--- config.mk ---
export PLATFORM = sky130hd
export DESIGN_NAME = regfile_dump_tx_flat
export DESIGN_NICKNAME = d
export VERILOG_FILES = /design/src/rtl/regfile_dump_tx_pkg.sv /design/src/rtl/regfile_dump_tx_if.sv /design/src/rtl/uart_tx_byte.sv /design/src/rtl/regfile_dump_tx.sv /design/src/flat_wrapper.sv
export SDC_FILE = /design/constraint.sdc
export NUM_CORES = 1
export LEC_CHECK = 0
export CAP_MARGIN = 25
export CORE_AREA = 5 5 84 86
export DETAILED_ROUTE_END_ITERATION = 8
export DIE_AREA = 0 0 89 91
export GPL_TIMING_DRIVEN = 0
export HOLD_SLACK_MARGIN = 0.06
export PLACE_DENSITY = 0.49
export SETUP_SLACK_MARGIN = 0.02
export SKIP_CTS_REPAIR_TIMING = 1
export SLEW_MARGIN = 20
export SYNTH_ARGS = -nofsm -noshare
export SYNTH_HDL_FRONTEND = slang
export SYNTH_SLANG_ARGS = --single-unit
--- constraint.sdc ---
create_clock -name clk -period 3 [get_ports clk]
set_input_delay 0.9 -clock clk [delete_from_list [all_inputs] [get_ports clk]]
set_output_delay 0.9 -clock clk [all_outputs]
set_load 0.02 [all_outputs]
--- src/rtl/regfile_dump_tx_pkg.sv ---
// Shared types and constants for the register-file dump transmitter.
// PARITY_EN selects an 8E1 frame (11 bit times) instead of 8N1 (10 bit times).
package regfile_dump_tx_pkg;

    localparam int unsigned DATA_W = 8;
    localparam int unsigned SEL_W  = 3;

`ifdef PARITY_EN
    localparam int unsigned FRAME_BITS = 11;
`else
    localparam int unsigned FRAME_BITS = 10;
`endif

    localparam logic IDLE_LEVEL = 1'b1;

    typedef enum logic [2:0] {
        DMP_IDLE = 3'd0,
        DMP_LOAD = 3'd1,
        DMP_SEND = 3'd2,
        DMP_DONE = 3'd3
    } dump_state_t;

    typedef enum logic [2:0] {
        TX_IDLE   = 3'd0,
        TX_START  = 3'd1,
        TX_DATA   = 3'd2,
`ifdef PARITY_EN
        TX_PARITY = 3'd3,
`endif
        TX_STOP   = 3'd4
    } tx_state_t;

endpackage

--- src/rtl/regfile_dump_tx_if.sv ---
// Register-file read port plus serial/status signals of the dump transmitter.
interface regfile_dump_tx_if;
    import regfile_dump_tx_pkg::*;

    logic              start;
    logic [DATA_W-1:0] q;
    logic [SEL_W-1:0]  rsel;
    logic              txd;
    logic              busy;
    logic              done;

    modport master (input start, input q, output rsel, output txd, output busy, output done);
    modport slave  (output start, output q, input rsel, input txd, input busy, input done);
endinterface

--- src/rtl/uart_tx_byte.sv ---
// Serialises one captured byte as a UART frame; frame_done_c marks the last stop-bit cycle.
// PARITY_EN inserts an even-parity bit between the data and stop bits.
module uart_tx_byte
    import regfile_dump_tx_pkg::*;
#(
    parameter int unsigned CLKS_PER_BIT = 868
) (
    input  logic              clk,
    input  logic              clr,
    input  logic              load,
    input  logic [DATA_W-1:0] data,
    output logic              txd,
    output logic              frame_done_c
);

    localparam int unsigned      BAUD_W    = $clog2(CLKS_PER_BIT);
    localparam logic [BAUD_W-1:0] BAUD_LAST = BAUD_W'(CLKS_PER_BIT - 1);

    tx_state_t         state, state_nxt;
    logic [BAUD_W-1:0] baud, baud_nxt;
    logic [2:0]        bit_idx, bit_nxt;
    logic [DATA_W-1:0] shadow, shadow_nxt;
    logic              txd_nxt;
    logic              baud_end;

    assign baud_end = (baud == BAUD_LAST);

    // Next-state, counters and the registered line level for the next cycle.
    always_comb begin
        state_nxt    = state;
        baud_nxt     = baud;
        bit_nxt      = bit_idx;
        shadow_nxt   = shadow;
        frame_done_c = 1'b0;
        txd_nxt      = IDLE_LEVEL;

        if (state != TX_IDLE) begin
            baud_nxt = baud_end ? '0 : baud + BAUD_W'(1);
        end

        case (state)
            TX_IDLE: begin
                if (load) begin
                    shadow_nxt = data;
                    baud_nxt   = '0;
                    bit_nxt    = '0;
                    state_nxt  = TX_START;
                end
            end
            TX_START: if (baud_end) state_nxt = TX_DATA;
            TX_DATA: begin
                if (baud_end) begin
                    bit_nxt = bit_idx + 3'd1;
                    if (bit_idx == 3'd7) begin
`ifdef PARITY_EN
                        state_nxt = TX_PARITY;
`else
                        state_nxt = TX_STOP;
`endif
                    end
                end
            end
`ifdef PARITY_EN
            TX_PARITY: if (baud_end) state_nxt = TX_STOP;
`endif
            TX_STOP: begin
                if (baud_end) begin
                    state_nxt    = TX_IDLE;
                    frame_done_c = 1'b1;
                end
            end
            default: state_nxt = TX_IDLE;
        endcase

        case (state_nxt)
            TX_START:  txd_nxt = 1'b0;
            TX_DATA:   txd_nxt = shadow_nxt[bit_nxt];
`ifdef PARITY_EN
            TX_PARITY: txd_nxt = ^shadow_nxt;
`endif
            default:   txd_nxt = IDLE_LEVEL;
        endcase
    end

    always_ff @(posedge clk or posedge clr) begin
        if (clr) begin
            state   <= TX_IDLE;
            baud    <= '0;
            bit_idx <= '0;
            shadow  <= '0;
            txd     <= IDLE_LEVEL;
        end else begin
            state   <= state_nxt;
            baud    <= baud_nxt;
            bit_idx <= bit_nxt;
            shadow  <= shadow_nxt;
            txd     <= txd_nxt;
        end
    end

endmodule

--- src/rtl/regfile_dump_tx.sv ---
// Walks rsel over registers 0..NUM_REGS-1 and sends each byte out through uart_tx_byte.
// Frame format follows PARITY_EN (see regfile_dump_tx_pkg).
module regfile_dump_tx
    import regfile_dump_tx_pkg::*;
#(
    parameter int unsigned CLKS_PER_BIT = 868,
    parameter int unsigned NUM_REGS     = 8
) (
    input  logic                      clk,
    input  logic                      clr,
    regfile_dump_tx_if.master         bus
);

    localparam logic [SEL_W-1:0] LAST_IDX = SEL_W'(NUM_REGS - 1);

    dump_state_t      state, state_nxt;
    logic [SEL_W-1:0] idx, idx_nxt;
    logic [SEL_W-1:0] rsel_r, rsel_nxt;
    logic             busy_r, done_r;
    logic             load_c;
    logic             frame_done_c;
    logic             tx_line;

    // Register sequencing: capture in LOAD, advance rsel after each stop bit.
    always_comb begin
        state_nxt = state;
        idx_nxt   = idx;
        rsel_nxt  = rsel_r;
        load_c    = 1'b0;

        case (state)
            DMP_IDLE: begin
                if (bus.start) begin
                    state_nxt = DMP_LOAD;
                    idx_nxt   = '0;
                    rsel_nxt  = '0;
                end
            end
            DMP_LOAD: begin
                load_c    = 1'b1;
                state_nxt = DMP_SEND;
            end
            DMP_SEND: begin
                if (frame_done_c) begin
                    if (idx == LAST_IDX) begin
                        state_nxt = DMP_DONE;
                    end else begin
                        idx_nxt   = idx + SEL_W'(1);
                        rsel_nxt  = idx + SEL_W'(1);
                        state_nxt = DMP_LOAD;
                    end
                end
            end
            DMP_DONE: begin
                state_nxt = DMP_IDLE;
                rsel_nxt  = '0;
            end
            default: state_nxt = DMP_IDLE;
        endcase
    end

    always_ff @(posedge clk or posedge clr) begin
        if (clr) begin
            state  <= DMP_IDLE;
            idx    <= '0;
            rsel_r <= '0;
            busy_r <= 1'b0;
            done_r <= 1'b0;
        end else begin
            state  <= state_nxt;
            idx    <= idx_nxt;
            rsel_r <= rsel_nxt;
            busy_r <= (state_nxt != DMP_IDLE);
            done_r <= (state_nxt == DMP_DONE);
        end
    end

    uart_tx_byte #(
        .CLKS_PER_BIT (CLKS_PER_BIT)
    ) u_tx (
        .clk          (clk),
        .clr          (clr),
        .load         (load_c),
        .data         (bus.q),
        .txd          (tx_line),
        .frame_done_c (frame_done_c)
    );

    assign bus.rsel = rsel_r;
    assign bus.txd  = tx_line;
    assign bus.busy = busy_r;
    assign bus.done = done_r;

endmodule
--- src/flat_wrapper.sv ---
// flat-port wrapper written by rule: the top's interface ports become plain ports
module regfile_dump_tx_flat import regfile_dump_tx_pkg::*;
#(
    parameter int unsigned CLKS_PER_BIT = 868,
    parameter int unsigned NUM_REGS     = 8
)
  (clk, clr, bus_start, bus_q, bus_rsel, bus_txd, bus_busy, bus_done);
  regfile_dump_tx_if bus_i ();
  input  logic clk;
  input  logic clr;
  input wire logic [$bits(bus_i.start)-1:0] bus_start;
  input wire logic [$bits(bus_i.q)-1:0] bus_q;
  output wire logic [$bits(bus_i.rsel)-1:0] bus_rsel;
  output wire logic [$bits(bus_i.txd)-1:0] bus_txd;
  output wire logic [$bits(bus_i.busy)-1:0] bus_busy;
  output wire logic [$bits(bus_i.done)-1:0] bus_done;
  assign bus_i.start = bus_start;
  assign bus_i.q = bus_q;
  assign bus_rsel = bus_i.rsel;
  assign bus_txd = bus_i.txd;
  assign bus_busy = bus_i.busy;
  assign bus_done = bus_i.done;
  regfile_dump_tx #(.CLKS_PER_BIT(CLKS_PER_BIT), .NUM_REGS(NUM_REGS)) u_core (.clk(clk), .clr(clr), .bus(bus_i));
endmodule
==> results of run 1 <==
==> sequential cells by signal (all words and copies together), names as in the netlist <==
name / count
u_core.bus.done: 1
u_core.u_tx.shadow: 8
u_core.bus.busy: 1
u_core.u_tx.txd: 1
u_core.state: 3
u_core.u_tx.bit_idx: 3
u_core.u_tx.baud: 10
u_core.bus.rsel: 3
u_core.idx: 3
u_core.u_tx.state: 3
==> metrics by stage <==
stage	cell area, um^2	hold WS, ns	setup WS [ns]	utilization	power, mW
after CTS	2162	0.4935	0.5887	0.3485	1.223
after global routing	2162	0.5159	0.4420	0.3485	1.285
after global placement	2053	0.4703	0.4146	0.3309	0.8762
after detailed placement	2081	0.4781	0.6154	0.3354	0.8876
final	2162	0.4847	0.6225	0.3485	1.199
after floorplan	1797	0.4702	0.8246	-	0.8138
==> synth_stat cells, drive strengths merged <==
| master | number |
|---|---|
| a21boi | 1 |
| a21oi | 5 |
| a22o | 1 |
| a22oi | 1 |
| a311oi | 1 |
| a31oi | 1 |
| a32o | 1 |
| a41o | 1 |
| and2 | 2 |
| and2b | 1 |
| and3 | 1 |
| and3b | 1 |
| and4bb | 1 |
| clkbuf | 1 |
| conb | 1 |
| dfrtp | 35 |
| dfstp | 1 |
| ha | 5 |
| inv | 11 |
| mux2 | 11 |
| mux2i | 5 |
| nand2 | 14 |
| nand3 | 6 |
| nand3b | 2 |
| nand4 | 2 |
| nand4b | 2 |
| nor2 | 16 |
| nor3 | 4 |
| nor3b | 3 |
| o2111a | 1 |
| o21a | 1 |
| o21ai | 11 |
| o31ai | 1 |
| or3 | 3 |
| or4 | 1 |
| xnor2 | 2 |
| xor2 | 4 |
==> per-layer routing <==
layer  up-vias  track usage  share of wire  routed length [um]
met5         -            0              0                   0
met4         0      0.03722          0.020                  67
met3         6      0.02715          0.032                 105
met2        13       0.1343           0.46                1513
met1       600       0.1235           0.49                1622
li1        618            -              -                   -
==> power groups by stage <==
stage	logic, mW	clock network [mW]	registers, mW
2_1_floorplan	0.179	0	0.635
3_3_place_gp	0.232	0	0.644
3_5_place_dp	0.240	0	0.648
4_1_cts	0.240	0.345	0.638
5_1_grt	0.269	0.362	0.653
6_report	0.234	0.329	0.636
==> worst min-delay path by stage <==
stage,to,cells after the start
4_1_cts,u_core.bus.rsel[0],1
3_5_place_dp,u_core.bus.rsel[0],1
2_1_floorplan,u_core.u_tx.shadow[0],1
5_1_grt,u_core.u_tx.shadow[7],1
3_3_place_gp,u_core.bus.rsel[0],1
6_report,u_core.bus.rsel[0],1
==> layout by cell type, fill, tap and decap left out, drive strengths merged, types with 2 or more instances in the layout <==
cell type,n
dfrtp,35
nor2,16
clkdlybuf4s50,16
nand2,14
inv,11
mux2,11
o21ai,11
clkbuf,8
nand3,6
a21oi,5
mux2i,5
ha,5
xor2,4
nor3,4
nor3b,3
or3,3
xnor2,2
nand4b,2
nand3b,2
nand4,2
and2,2
==> layout make-up <==
cell class | count | area (um^2) | share of cell area
Multi-Input combinational cell | 113 | 849.6 | 0.3929
Sequential cell | 36 | 902.1 | 0.4172
Timing Repair Buffer | 17 | 187.7 | 0.08681
Inverter | 11 | 41.29 | 0.01910
Buffer | 1 | 3.754 | 0.001736
Tap cell | 77 | 96.34 | 0.04456
Clock inverter | 1 | 5.005 | 0.002315
Clock buffer | 7 | 76.32 | 0.03530
==> cell families (layout without fill, tap and decap cells) <==
family,count (synthesis),count (layout),synth area share
AO/OA/AOI/OAI,26,26,0.1017
XOR/XNOR,6,6,0.02925
adder cells (fa/ha/maj),5,5,0.03482
buffers and inverters,12,37,0.02507
flip-flops,36,36,0.5021
multiplexers,16,16,0.09680
other,1,1,0.002087
AND/OR/NAND/NOR,59,59,0.2082
==> flow_summary_export.csv, run 1 <==
group,metric,value,unit
setup_path,crit_start,"u_core.u_tx.baud[0]",
setup_path,critical-path-slowest-cell,"or3_4",
setup_path,crit_buf_inv,0,
route,postRouteAntennaNets,0,
clock_tree,cts_buffers,5,
run,max_cap_violations,0,
setup_path,crit_path_max_fanout,7,
finish,antenna-diode-count,0,
clock_tree,cts.htree.levels,2,
clock_tree,cts_tree,"done",
die,ios,17,
setup_path,r2r-end,"u_core.bus.rsel[0]",
power,power_density,554.4,mW/mm^2
finish,drive_above_1_share,0.1559,
setup_path,critical_path.top_delay_family,"simple AND/OR/NAND/NOR gates",
logic_synthesis,ys_types,45,
die,dieArea,0.008099,mm^2
route,drc,0,
route,vias,1237,
finish,fin_nets,201,
setup_path,arrival,2.55,ns
logic_synthesis,yosysTopAreaCell,"dfrtp_1",
placed_design,port_buffers,16,
clock_tree,cts_root_buffer,"clkbuf_8",
finish,syn_to_final_growth,20.33,%
power,power.share.switching,0.2786,
logic_synthesis,synth_fp_nets,177,
route,postRouteWirelength,3308,um
power,p_seq_frac,0.531,
logic_synthesis,synth_area_per_cell,11.16,um^2
die,num_rows,29,
sta,setup-tns-final,0,ns
sta,post-route-min-period,2.377,ns
setup_path,endpoint_kind,"register",
clock_tree,clk_path_buf_depth,2,
die,coreArea,0.006205,mm^2
route,avgViaCountPerCell,4.703,
placed_design,dp_hpwl,2509,um
logic_synthesis,syn_area,0.001797,mm^2
route,firstDrtPassIters,4,
setup_path,slowest_delay,0.42,ns
power,p_comb_frac,0.195,
global_route,grt_overflow,0,
die,start_util,0.2896,
global_route,track_usage,0.09084,
logic_synthesis,synthCells,161,
logic_synthesis,ys_warn_count,0,
sta,setup_viol,0,
setup_path,rr_startpoint,"u_core.u_tx.baud[0]",
placed_design,place_inst,255,
clock_tree,cts.clk_slew.worst_paths,0.07,ns
setup_path,crit_chain,"ha_1 -> nor3b_2 -> nand4_4 -> or3_4 -> a311oi_4 -> mux2_1",
die,die_w,89,um
sta,slew_violations,0,
sta,finalHoldViolCount,0,
setup_path,crit_path_end,"u_core.bus.rsel[0]",
setup_path,start_kind,"register",
route,wire_per_inst,12.58,um
sta,period_share,0.7925,
global_route,grt_pass1_wl,5754,um
logic_synthesis,synth.area.top_cells,"dfrtp_1, mux2_2, ha_1",
route,first_iter_violations,63,
die,die-height,91,um
power,p_leak,0.9544,nW
power,clkPwrFrac,0.275,
min_path,min_from,"u_core.bus.rsel[0]",
status,status,"completed",
setup_path,reg2reg_depth,6,
logic_synthesis,ys_seq_area_frac,0.5021,
logic_synthesis,ys_ff_latch,36,
global_route,grt_pass1_vias,1222,
clock_tree,insertion_delay,0.29,ns
logic_synthesis,yosysTopAreaCellShare,0.4875,
global_route,grt_max_degree,22,
setup_path,cp.required,3.17,ns
setup_path,cp.depth,6,
min_path,hold_path_class,"reg2reg",
power,internal_power,0.8646,mW
placed_design,gp_congestion,0.7570,
sta,rsz0062_at_grt,"false",
sta,fmax,420.6,MHz
setup_path,critPathKind,"reg2reg",
global_route,antenna_found_initial,0,
finish,nFillCells,621,
finish,final_cells,263,
setup_path,r2r_slack,0.62,ns
clock_tree,cts.sinks,36,
sta,fin_skew,0.008235,ns
power,irDropWorstVdd,0.0002916,V
power,p_sw,0.3340,mW
No activity file was read; power rests on OpenSTA's default activity.
==> run 2, diff against run 1 <==
==> constraint.sdc (replaced) <==
create_clock -name clk -period 2.5 [get_ports clk]
set_input_delay 0.75 -clock clk [delete_from_list [all_inputs] [get_ports clk]]
set_output_delay 0.75 -clock clk [all_outputs]
set_load 0.02 [all_outputs]
==> flow_summary_export.csv, run 2 (synthesized netlist as in run 1, its figures left out) <==
group,metric,value,unit
clock_tree,cts_tree,"done",
finish,fin_nets,201,
power,power.share.switching,0.2811,
power,clkPwrFrac,0.272,
setup_path,crit_path_max_fanout,5,
placed_design,dp_hpwl,2509,um
global_route,grt_pass1_vias,1222,
finish,reg_top3,"u_core.u_tx.baud (10), u_core.u_tx.shadow (8)",
power,p_seq_frac,0.530,
sta,slew_violations,0,
finish,layout_common_cells,"dfrtp_1, nor2_1, clkdlybuf4s50_1",
clock_tree,cts.clk_slew.worst_paths,0.07,ns
min_path,hold_path_class,"reg2reg",
finish,antenna-diode-count,0,
setup_path,arrival,2.52,ns
finish,final_util,0.3495,
die,ios,17,
die,dieArea,0.008099,mm^2
power,irDropWorstVdd,0.0003499,V
finish,syn_to_final_growth,20.68,%
power,p_sw,0.4079,mW
clock_tree,cts.sinks,36,
route,postRouteWirelength,3320,um
sta,setup_viol,0,
route,first_iter_violations,84,
clock_tree,cts_buffers,5,
min_path,whs_path_depth,1,
power,power_density,669.1,mW/mm^2
route,firstDrtPassIters,4,
setup_path,start_kind,"register",
sta,setup-tns-final,0,ns
global_route,grt_pass1_wl,5754,um
clock_tree,insertion_delay,0.29,ns
finish,drive_above_1_share,0.1559,
route,wire_per_inst,12.62,um
placed_design,gp_congestion,0.7570,
die,die-height,91,um
sta,period_share,0.9212,
run,max_cap_violations,0,
sta,finalHoldViolCount,0,
sta,fin_hold_ws,0.4847,ns
finish,nFillCells,620,
route,postRouteAntennaNets,0,
finish,largest_reg_flops,10,
setup_path,reg2reg_depth,8,
setup_path,r2r_slack,0.20,ns
finish,regMostFlops,"u_core.u_tx.baud",
clock_tree,clk_path_buf_depth,2,
die,num_rows,29,
route,avgViaCountPerCell,4.715,
route,highest_layer,"met4",
placed_design,port_buffers,16,
route,met3_wirelength,105,um
power,p_leak,0.9576,nW
global_route,grt_max_degree,22,
power,internal_power,1.043,mW
die,die_w,89,um
setup_path,cp.required,2.72,ns
sta,post-route-min-period,2.303,ns
clock_tree,cts.htree.levels,2,
clock_tree,cts_root_buffer,"clkbuf_8",
setup_path,rr_startpoint,"u_core.u_tx.baud[0]",
route,wl_met1,1639,um
global_route,track_usage,0.09084,
finish,multi_input_area,855.8,um^2
finish,final_cells,263,
min_path,hold_end,"u_core.bus.rsel[0]",
route,drc,0,
global_route,antenna_found_initial,0,
status,status,"completed",
global_route,grt_overflow,0,
setup_path,crit_chain,"ha_1 -> nor3b_4 -> nand4b_1 -> mux2_2 -> mux2i_1 -> mux2_1 -> o2111a_1 -> nor2_1",
sta,rsz0062_at_grt,"false",
sta,fin_skew,0.007899,ns
sta,fmax,434.2,MHz
placed_design,place_inst,255,
finish,regArea,902.1,um^2
setup_path,endpoint_kind,"register",
setup_path,r2r-end,"u_core.u_tx.txd",
power,p_comb_frac,0.198,
route,vias,1240,
setup_path,critical-path-slowest-cell,"dfrtp_1",
die,start_util,0.2896,
setup_path,slowest_delay,0.38,ns
die,coreArea,0.006205,mm^2
route,routed-wl-met2,1508,um
finish,final_common_cell,"dfrtp_1",
power,fin_total_pwr,1.451,mW
min_path,min_from,"u_core.bus.rsel[0]",
setup_path,critPathKind,"reg2reg",
run 2: cell counts in the layout (fill, tap and decap cells not counted):
Identical to the previous run, type by type.
run 2: how the worst max path moves through the flow:
stage                                      to                 from  slack (ns)
after detailed placement   u_core.bus.rsel[0]  u_core.u_tx.baud[0]        0.12
after CTS                  u_core.bus.rsel[0]  u_core.u_tx.baud[0]        0.09
after floorplan            u_core.bus.rsel[0]  u_core.u_tx.baud[0]        0.32
after global placement    u_core.u_tx.baud[6]                  clr        0.06
final                         u_core.u_tx.txd  u_core.u_tx.baud[0]        0.20
after global routing          u_core.u_tx.txd  u_core.u_tx.baud[0]        0.04
run 2: layer usage:
metal  GRT usage  up-vias
met5           0        -
li1            -      618
met3     0.02715        6
met4     0.03722        0
met2      0.1343       13
met1      0.1235      603
run 2: per-stage QoR:
stage,setup slack (ns),area [um^2]
floorplan,0.3246,1797
global placement,0.06458,2053
detailed placement,0.1154,2081
CTS,0.08872,2162
global route,0.04226,2168
finish,0.1969,2168
run 2: final cells by class:
class,count,share of cell area
Buffer,1,0.001731
Clock buffer,7,0.03520
Clock inverter,1,0.002308
Inverter,11,0.01904
Multi-Input combinational cell,113,0.3947
Sequential cell,36,0.4160
Tap cell,77,0.04443
Timing Repair Buffer,17,0.08656
run 2: worst max-delay path: cells and delay by family, from the launching register on:
family / cells / cell delay [ns]
compound gates: 1 / 0.24
fa+ha+maj: 1 / 0.20
flops: 1 / 0.38
mux: 3 / 0.84
simple gates: 3 / 0.57
run 2: power groups by stage:
stage                     combinational (mW)  sequential [mW]  clock, mW
after detailed placement               0.288            0.777          0
after global placement                 0.279            0.773          0
after CTS                              0.289            0.766      0.414
after global routing                   0.330            0.789      0.434
after floorplan                        0.214            0.762          0
final                                  0.287            0.769      0.394
==> run 3, diff against run 2 <==
--- a/config.mk
+++ b/config.mk
@@ -7,11 +7,13 @@
 export LEC_CHECK = 0
 export CAP_MARGIN = 25
 export CORE_AREA = 5 5 84 86
+export CTS_CLUSTER_SIZE = 25
 export DETAILED_ROUTE_END_ITERATION = 8
 export DIE_AREA = 0 0 89 91
 export GPL_TIMING_DRIVEN = 0
 export HOLD_SLACK_MARGIN = 0.06
 export PLACE_DENSITY = 0.49
+export RECOVER_POWER = 25
 export SETUP_SLACK_MARGIN = 0.02
 export SKIP_CTS_REPAIR_TIMING = 1
 export SLEW_MARGIN = 20
==> flow_summary_export.csv, run 3 (synthesized netlist as in run 1, its figures left out) <==
group,metric,value,unit
status,status,"completed",
power,p_comb_frac,0.195,
setup_path,rr_startpoint,"u_core.u_tx.baud[0]",
sta,fin_hold_ws,0.4842,ns
global_route,grt_overflow,0,
route,drc,0,
sta,slew_violations,0,
route,avgViaCountPerCell,4.711,
route,postRouteWirelength,3313,um
finish,antenna-diode-count,0,
setup_path,arrival,2.51,ns
finish,final_cells,263,
finish,final_common_cell,"dfrtp_1",
setup_path,critical-path-slowest-cell,"dfrtp_1",
power,power.share.switching,0.2805,
sta,rsz0062_at_grt,"false",
sta,finalHoldViolCount,0,
finish,fin_nets,201,
finish,reg_top3,"u_core.u_tx.baud (10), u_core.u_tx.shadow (8)",
setup_path,crit_path_max_fanout,5,
sta,post-route-min-period,2.289,ns
setup_path,r2r_slack,0.21,ns
setup_path,cp.required,2.72,ns
clock_tree,cts.htree.levels,2,
global_route,grt_max_degree,22,
route,first_iter_violations,86,
power,power_density,672.8,mW/mm^2
clock_tree,cts.clk_slew.worst_paths,0.07,ns
power,p_sw,0.4050,mW
clock_tree,cts_tree,"done",
finish,syn_to_final_growth,19.43,%
sta,max-slew-margin-rel,0.5784,
die,die-height,91,um
sta,fmax,436.8,MHz
power,internal_power,1.039,mW
run,max_cap_violations,0,
placed_design,place_inst,255,
route,postRouteAntennaNets,0,
setup_path,crit_chain,"ha_1 -> nor3b_4 -> nand4b_1 -> mux2_2 -> mux2i_1 -> mux2_1 -> o2111a_1 -> nor2_1",
clock_tree,cts.sinks,36,
die,start_util,0.2896,
power,p_leak,0.9504,nW
route,wire_per_inst,12.60,um
global_route,grt_pass1_vias,1222,
placed_design,place_area,0.002081,mm^2
die,num_rows,29,
die,die_w,89,um
die,ios,17,
setup_path,crit_buf_inv,0,
route,vias,1239,
setup_path,critical_path.top_delay_family,"multiplexers",
setup_path,reg2reg_depth,8,
finish,drive_above_1_share,0.1505,
setup_path,slowest_delay,0.38,ns
die,dieArea,0.008099,mm^2
clock_tree,clk_path_buf_depth,2,
sta,worst_pin_slew,0.6317,ns
placed_design,gp_congestion,0.7570,
global_route,grt_pass1_wl,5754,um
global_route,antenna_found_initial,0,
clock_tree,insertion_delay,0.29,ns
finish,layout_common_cells,"dfrtp_1, nor2_1, clkdlybuf4s50_1",
power,irDropWorstVdd,0.0003499,V
setup_path,endpoint_kind,"register",
sta,setup_viol,0,
sta,setup-tns-final,0,ns
min_path,hold_end,"u_core.bus.rsel[0]",
clock_tree,cts_root_buffer,"clkbuf_8",
min_path,whs_path_depth,1,
route,firstDrtPassIters,4,
setup_path,start_kind,"register",
placed_design,port_buffers,16,
global_route,track_usage,0.09084,
die,coreArea,0.006205,mm^2
setup_path,r2r-end,"u_core.u_tx.txd",
setup_path,critPathKind,"reg2reg",
power,clkPwrFrac,0.272,
min_path,hold_path_class,"reg2reg",
sta,period_share,0.9158,
clock_tree,cts_buffers,5,
finish,final_area,0.002146,mm^2
finish,largest_reg_flops,10,
finish,regMostFlops,"u_core.u_tx.baud",
placed_design,dp_hpwl,2509,um
power,p_seq_frac,0.533,
min_path,min_from,"u_core.bus.rsel[0]",
sta,fin_skew,0.007899,ns
-- run 3: cell types whose count changed in the layout (fill, tap and decap cells not counted), sizes merged --
cell / change
clkdlybuf4s50: -1
dlygate4sd3: +1
clkbuf: +1
buf: -1
-- run 3: power by group through the flow --
stage / registers (mW) / clock network [mW] / logic, mW
finish: 0.769 / 0.392 / 0.282
global route: 0.789 / 0.434 / 0.324
CTS: 0.766 / 0.414 / 0.289
detailed placement: 0.777 / 0 / 0.288
global placement: 0.773 / 0 / 0.279
floorplan: 0.762 / 0 / 0.214
-- run 3: stage by stage --
stage	utilization	power [mW]	setup WS, ns
3_5_place_dp	0.3354	1.065	0.1154
3_3_place_gp	0.3309	1.051	0.06458
2_1_floorplan	-	0.9766	0.3246
5_1_grt	0.3458	1.547	0.04226
4_1_cts	0.3485	1.468	0.08872
6_report	0.3458	1.444	0.2106
-- run 3: final cells by class --
| type | instances | area (um^2) |
|---|---|---|
| multi-input cells | 113 | 855.8 |
| clock inverters | 1 | 5.005 |
| clock buffers | 7 | 76.32 |
| fillers | 623 | 4059 |
| plain buffers | 1 | 3.754 |
| well taps | 77 | 96.34 |
| flip-flops and latches | 36 | 902.1 |
| inverters | 11 | 41.29 |
| repair buffers | 17 | 165.2 |
-- run 3: worst max-delay path by stage --
stage                              startpoint  slack [ns]                  end  cells past startpoint
after CTS                 u_core.u_tx.baud[0]        0.09   u_core.bus.rsel[0]                      6
after floorplan           u_core.u_tx.baud[0]        0.32   u_core.bus.rsel[0]                      6
after global routing      u_core.u_tx.baud[0]        0.04      u_core.u_tx.txd                      8
after global placement                    clr        0.06  u_core.u_tx.baud[6]                      2
final                     u_core.u_tx.baud[0]        0.21      u_core.u_tx.txd                      8
after detailed placement  u_core.u_tx.baud[0]        0.12   u_core.bus.rsel[0]                      6
-- run 3: metal layers --
metal,vias to the layer above,wire length (um),share of wire,track usage
li1,618,-,-,-
met1,602,1628,0.49,0.1235
met2,13,1512,0.46,0.1343
met3,6,105,0.032,0.02715
met4,0,67,0.020,0.03722
met5,-,0,0,0
-- run 3: worst register-to-register path, stage by stage, from the launching register on --
cell	delay [ns]
dfrtp_1	0.38
ha_1	0.20
nor3b_4	0.29
nand4b_1	0.18
mux2_2	0.38
mux2i_1	0.15
mux2_1	0.31
o2111a_1	0.24
nor2_1	0.09
